File: src/rtl/rst_sequencer.sv
// Reset/clock-enable sequencer: stretches the board reset, releases domains in
// ascending order, and re-runs the sequence after a drained software reset.
module rst_sequencer #(
  parameter int N_DOMAINS   = 3,
  parameter int HOLD_CYCLES = 16,
  parameter int GAP_CYCLES  = 8,
  parameter int CNT_W       = 8
) (
  input  logic                 clk,
  input  logic                 rst,
  input  logic                 sw_rst_req,
  output logic                 sw_rst_ack,
  output logic [N_DOMAINS-1:0] dom_rst,
  output logic [N_DOMAINS-1:0] dom_clk_en,
  output logic                 seq_done,
  output logic [1:0]           state
);

  typedef enum logic [1:0] {
    S_HOLD    = 2'd0,
    S_RELEASE = 2'd1,
    S_RUN     = 2'd2,
    S_DRAIN   = 2'd3
  } state_t;

  localparam logic [CNT_W-1:0]     HOLD_LAST = CNT_W'(HOLD_CYCLES - 1);
  localparam logic [CNT_W-1:0]     GAP_LAST  = CNT_W'(GAP_CYCLES - 1);
  localparam logic [CNT_W-1:0]     DRAIN_END = CNT_W'(N_DOMAINS);
  localparam logic [N_DOMAINS-1:0] ONE       = N_DOMAINS'(1);

  state_t               state_q, state_n;
  logic [CNT_W-1:0]     cnt, cnt_n;
  logic [3:0]           idx, idx_n;
  logic [N_DOMAINS-1:0] rst_n_v, en_n;
  logic                 done_n, ack_n, req_q;

  always_ff @(posedge clk) begin
    if (rst) begin
      state_q    <= S_HOLD;
      cnt        <= '0;
      idx        <= '0;
      dom_rst    <= '1;
      dom_clk_en <= '1;
      seq_done   <= 1'b0;
      sw_rst_ack <= 1'b0;
      req_q      <= 1'b0;
    end else begin
      state_q    <= state_n;
      cnt        <= cnt_n;
      idx        <= idx_n;
      dom_rst    <= rst_n_v;
      dom_clk_en <= en_n;
      seq_done   <= done_n;
      sw_rst_ack <= ack_n;
      req_q      <= sw_rst_req;
    end
  end

  always_comb begin
    state_n = state_q;
    cnt_n   = cnt;
    idx_n   = idx;
    rst_n_v = dom_rst;
    en_n    = dom_clk_en;
    done_n  = seq_done;
    ack_n   = 1'b0;
    case (state_q)
      S_HOLD: begin
        if (cnt == HOLD_LAST) begin
          cnt_n   = '0;
          idx_n   = 4'd1;
          rst_n_v = dom_rst & ~ONE;
          if (N_DOMAINS == 1) begin
            state_n = S_RUN;
            done_n  = 1'b1;
          end else begin
            state_n = S_RELEASE;
          end
        end else begin
          cnt_n = cnt + CNT_W'(1);
        end
      end
      S_RELEASE: begin
        if (cnt == GAP_LAST) begin
          cnt_n   = '0;
          idx_n   = idx + 4'd1;
          rst_n_v = dom_rst & ~(ONE << idx);
          if (idx == 4'(N_DOMAINS - 1)) begin
            state_n = S_RUN;
            done_n  = 1'b1;
          end
        end else begin
          cnt_n = cnt + CNT_W'(1);
        end
      end
      S_RUN: begin
        // Only a fresh rising edge of the request starts a drain
        if (sw_rst_req && !req_q) begin
          state_n              = S_DRAIN;
          done_n               = 1'b0;
          en_n[N_DOMAINS-1]    = 1'b0;
          cnt_n                = CNT_W'(1);
        end
      end
      S_DRAIN: begin
        // cnt holds how many enables have already been dropped
        if (cnt == DRAIN_END) begin
          state_n = S_HOLD;
          cnt_n   = '0;
          rst_n_v = '1;
          en_n    = '1;
          ack_n   = 1'b1;
        end else begin
          for (int i = 0; i < N_DOMAINS; i++) begin
            if (i == N_DOMAINS - 1 - int'(cnt)) en_n[i] = 1'b0;
          end
          cnt_n = cnt + CNT_W'(1);
        end
      end
      default: state_n = S_HOLD;
    endcase
  end

  assign state = state_q;

endmodule

File: config.mk
export PLATFORM = sky130hd
export DESIGN_NAME = rst_sequencer
export DESIGN_NICKNAME = d
export VERILOG_FILES = /design/src/rtl/rst_sequencer.sv
export SDC_FILE = /design/constraint.sdc
export NUM_CORES = 1
export LEC_CHECK = 0
export ABC_AREA = 1
export ABC_CLOCK_PERIOD_IN_PS = 1600
export BUFFER_PORTS_ARGS = -buffer_cell sky130_fd_sc_hd__buf_2
export CORE_MARGIN = 2
export CORE_UTILIZATION = 47
export CTS_BUF_LIST = sky130_fd_sc_hd__clkbuf_2
export CTS_CLUSTER_DIAMETER = 150
export DETAILED_ROUTE_END_ITERATION = 8
export GPL_ROUTABILITY_DRIVEN = 0
export PLACE_DENSITY = 0.7
export SLEW_MARGIN = 20
export SYNTH_ARGS = -nofsm -noshare
export SYNTH_HDL_FRONTEND = slang
export SYNTH_SLANG_ARGS = --single-unit
File: constraint.sdc
create_clock -name clk -period 1.6 [get_ports clk]
set_clock_uncertainty 0.1 [all_clocks]
set_input_delay 0.08 -clock clk [delete_from_list [all_inputs] [get_ports clk]]
set_output_delay 0.08 -clock clk [all_outputs]
set_load 0.005 [all_outputs]
# Word level (Yosys, flattened, before mapping)
# Index checks and enable logic that the tools add are counted.
# totals
ff_bits	23
in_bits	3
output_inout_bits	10
wordCells	82
# op_classes
n_addsub	3
n_eq_ne	15
n_shift	1
muxes	28
n_bitwise	4
n_reduce_logical	20
# ops
cell	n
32-bit zero test	1
8-bit 2-to-1 mux	4
8-bit one-hot mux with 4 select lines	1
4-bit AND reduction	3
2-bit nonzero test	6
2-bit 2-to-1 mux	5
2-bit != test, second input constant	5
2-bit by 9-bit == test with 1-bit output, first input constant	1
3-bit by 9-bit == test with 1-bit output, first input constant	1
3-bit 2-to-1 mux	3
3-bit one-hot mux with 3 select lines	1
2-bit by 8-bit subtractor with 9-bit output, first input constant	1
8-bit by 1-bit adder with 8-bit output, second input constant	1
8-bit by 2-bit == test with 1-bit output, second input constant	1
8-bit by 3-bit == test with 1-bit output, second input constant	1
8-bit by 4-bit == test with 1-bit output, second input constant	1
1-bit 2-to-1 mux	8
4-bit 2-to-1 mux	2
2-bit one-hot mux with 4 select lines	1
4-bit one-hot mux with 2 select lines	1
3-bit AND reduction	2
5-bit AND reduction	1
4-bit by 1-bit adder with 4-bit output, second input constant	1
2-bit == test, second input constant	2
14 further kinds	17

# Logic depth before layout (Yosys ltp)
# depth
ltp_word	5
ltp_mapped	11
depth_no_buf	11

# Worst setup path after synthesis
# Ideal clock, no wire load.
# synth_timing
path_kind	reg2reg
from	register state_q[0] (netlist: state[0])
to	register cnt[6]
setup_time_ps	116
arrival_ps	1344
required_time_ps	1384
slack_ps	41
path_stages_with_launch	8
path_buffers	0
synth_period_minus_slack_ps	1559
path_cell_list	dfxtp_1 -> inv_1 -> ha_1 -> o21ai_4 -> nand2_1 -> nor3_1 -> xor2_1 -> nor2_1
# synth_via
elab_chain_cells	2
word_cells_on_any_way	6
classes_between	eq/ne (4); mux (1); reduce/logical (1)
# synth_rtl
element	line	rtl
start: declaration	31	state_t state_q, state_n;
start signal: assignment	48	state_q <= state_n;
2-bit == test (tied with other cells)	67	case (state_q)
8-bit one-hot mux with 4 select lines / 2-bit != test (equally long branches)	n/a	
end signal: assignment	49	cnt <= cnt_n;
end: declaration	32	logic [CNT_W-1:0] cnt, cnt_n;
# Parallel ways exist; a longest one is shown, timed or not.
# A chain may end at the register's enable or synchronous reset.

# Final worst setup path
# layout_timing
from	register cnt[4]
to	register dom_rst[2]
# layout_via
elab_chain_cells	3
word_cells_on_any_way	5
classes_between	eq/ne (4); reduce/logical (1)
# layout_rtl
element	line	rtl
8-bit by 2-bit == test with 1-bit output / 8-bit by 3-bit == test with 1-bit output (equally long branches)	107, 84	
2-bit != test (no source line)	n/a	
4-bit AND reduction (no source line) (*)	n/a	
end signal: assignment	51	dom_rst <= rst_n_v;
end: declaration	13	output logic [N_DOMAINS-1:0] dom_rst,
# Every way passes the cells marked *; elsewhere a longest branch is shown, timed or not.

==> impl_metrics.py <==
metrics = {
    "power_and_ir_drop": {
        "clkPwrFrac_pct": 10.1,
        "p_seq_share_pct": 30.5,
        "power_switching_share_pct": 44.1,
        "power_per_cell_area_nw_per_um2": 1380,
        "power.leakage_nw": 0.815,
        "vdd_drop_max_v": 0.00101,
        "switchingPower_mw": 1.10,
        "combPwrFrac_pct": 59.4,
        "total_power_mw": 2.49,
        "p_int_mw": 1.39,
    },
    "floorplanning": {
        "die-area_sq_um": 3450,
        "coreArea_sq_um": 2810,
        "die_w_um": 58.7,
        "io_pins": 13,
        "start_util_pct": 50.1,
        "rows": 19,
        "die_y_um": 58.7,
    },
    "finish": {
        "utilization_pct": 64.3,
        "fin_nets": 256,
        "fillers": 263,
        "stdcell_area_sq_um": 1800,
        "ff_latch_area_sq_um": 470,
        "layout-drive-gt1-share_pct": 29.2,
        "multi_input_area_sq_um": 936,
        "diodes": 0,
        "area_growth_pct": 28.2,
    },
    "synth": {
        "synth_seq_area_share_pct": 32.7,
        "ys.warnings.count": 0,
        "yosysUniqueCellTypes": 20,
        "syn-num-nets": 220,
        "ys_seq_elements": 23,
        "syn_area_sq_um": 1410,
        "netlist_instances": 205,
        "avgSynthCellArea_sq_um": 6.86,
    },
    "placed_design": {
        "portBuffers": 12,
        "hpwl_um": 2350,
        "postPlaceCellArea_sq_um": 1610,
    },
    "run": {
        "cap_viol_max_count": 0,
    },
    "clock_tree": {
        "root_buffer": "clkbuf_2",
        "clk_transition_reported_paths_ns": 0.22,
        "clk-insertion-delay-late_ns": 0.35,
        "htreeDepth": 1,
        "cts_max_path_buffers": 2,
        "cts_tree": "built",
        "cts_buffers": 3,
        "clkSinkCount": 23,
    },
    "grt": {
        "use_met1_pct": 28.1,
        "antenna_found_initial": 0,
        "busiest_layer": "met2",
        "met3_usage_pct": 2.20,
        "grt_pass1_wl_um": 5470,
        "met2_usage_pct": 34.0,
        "grt_pass1_vias": 1244,
        "overflow": 0,
        "grt_max_degree": 13,
        "track_usage_pct": 20.6,
    },
    "route": {
        "final_antenna_net_count": 0,
        "vias_per_cell": 5.06,
        "finalWirelength_um": 3360,
        "drc": 0,
        "drt_iter0_markers": 45,
        "drtPass1Iterations": 4,
        "wl_per_cell_um": 12.4,
        "num_vias": 1370,
    },
    "timing": {
        "slew_headroom_pct": 74.0,
        "maxSlewViolCount": 0,
        "rsz0062_at_grt": "true",
        "hold_viol_final": 0,
        "post-route-period-util_pct": 95.9,
        "setup_violations": 0,
        "tns_ns": 0,
        "fin_crit_ns": 1.53,
        "tightestPinTransition_ns": 0.390,
        "fmax_mhz": 652,
    },
    "critical_path": {
        "critPathMaxStageDelay_ns": 0.39,
        "critPathBufInv": 1,
        "crit_chain": "nor2_1 -> nand2_2 -> o21ai_2 -> buf_4 -> nand4_1 -> nand2_1 -> nand3_1",
        "path_delay_family": "simple AND/OR/NAND/NOR gates",
        "crit_path_start_kind": "flop",
        "crit_fanout": 7,
        "path_class": "reg -> reg",
        "crit_path_end_kind": "flop",
        "cp.arrival_ns": 1.70,
        "critPathSlowestCell": "dfxtp_2",
        "worstPathRequired_ns": 1.76,
    },
    "min_path": {
        "min_path_type": "reg -> reg",
    },
    "run_status": {
        "status": "finished, final reports clean",
    },
}
layout make-up:
type                       instances  share of cell area, %
sequential                        23                   26.1
multi-input combinational        151                   51.9
clock buffer                       4                   1.11
inverter                          28                   5.83
timing repair buffer              34                   12.9
tap                               31                   2.15
routing by layer:
metal,vias to the layer above,part of all wire [%]
met3,7,4.5
met2,34,46
met5,-,0
met1,610,47
li1,719,-
met4,0,1.7
final timing paths:
check,startpoint,end,slack (ns),cells after the start
max,cnt[4],dom_rst[2],0.07,7
min reg2reg,dom_rst[0],dom_rst[0],0.36,2
min,dom_rst[0],dom_rst[0],0.36,2
max reg2reg,cnt[4],dom_rst[2],0.07,7
tightest hold or removal path, cell delays in order (launching register included):
cell     delay, ns
dfxtp_1       0.36
nand2_1       0.06
nand2_1       0.04
layout by cell type, fill, tap and decap left out, types with 4 or more instances in the layout:
master    Yosys  routed
nand2_1      44      43
inv_1        28      27
nor2_1       30      25
buf_4         0      19
nand3_1      20      17
dfxtp_1      23      17
a21oi_1      12      12
buf_2         1      12
nor2_2        3       7
nand4_1       7       7
ha_1         12       7
o21ai_0       5       5
dfxtp_2       0       5
xor2_1        4       4
clkbuf_2      0       4
cell families (layout without fill, tap and decap cells):
| logic type | after synthesis | after routing | synth area share (%) |
|---|---|---|---|
| DFF | 23 | 23 | 32.7 |
| buffers and inverters | 31 | 66 | 8.36 |
| xor gates and xnor gates | 5 | 5 | 3.11 |
| adders and majority gates | 12 | 12 | 10.7 |
| AOI/OAI and AO/OA | 21 | 21 | 9.08 |
| and+or+nand+nor | 113 | 113 | 36.0 |
Yosys cell counts, drive strengths merged:
master / count / area, sq um
o21ai: 9 / 67.6
xor2: 4 / 35.0
inv: 28 / 105
nand4: 7 / 43.8
nand2: 47 / 184
buf: 1 / 5.00
nand3: 21 / 110
nor2: 35 / 154
dfxtp: 23 / 460
nor3: 3 / 15.0
ha: 12 / 150
xnor2: 1 / 8.76
a21oi: 12 / 60.1
clkbuf: 2 / 7.51
registers in the layout (all words and copies together), names as in the netlist:
name and count:
dom_rst 3, cnt 8, idx 4, req_q 1, dom_clk_en 3, seq_done 1, sw_rst_ack 1, state 2
repair_timing:
| item | 4_1_cts | 5_1_grt |
|---|---|---|
| gates resized for setup | 2 | 29 |
| pin swaps | 1 | 6 |
| endpoints found under the setup margin | 9 | 21 |
| endpoints found under the hold margin | 8 | 0 |
| buffers inserted | 1 | 2 |
| hold buffers | 3 | 0 |
metrics by stage:
| stage | hold WS, ns | setup slack [ns] | instances |
|---|---|---|---|
| 6_report | 0.357 | 0.0659 | 271 |
| 5_1_grt | 0.383 | -0.0621 | 271 |
| 4_1_cts | 0.360 | 0.000507 | 269 |
| 3_5_place_dp | 0.232 | -0.000719 | 261 |
| 3_3_place_gp | 0.224 | 0.0159 | 261 |
| 2_1_floorplan | 0.133 | 0.0406 | 205 |
power groups by stage:
stage	clock network [mW]	logic [mW]	registers [mW]
5_1_grt	0.276	1.67	0.768
6_report	0.251	1.48	0.759
3_5_place_dp	0	1.30	0.745
4_1_cts	0.257	1.33	0.736
2_1_floorplan	0	0.815	0.772
3_3_place_gp	0	1.29	0.743
Power figures use the tool's default switching activity.
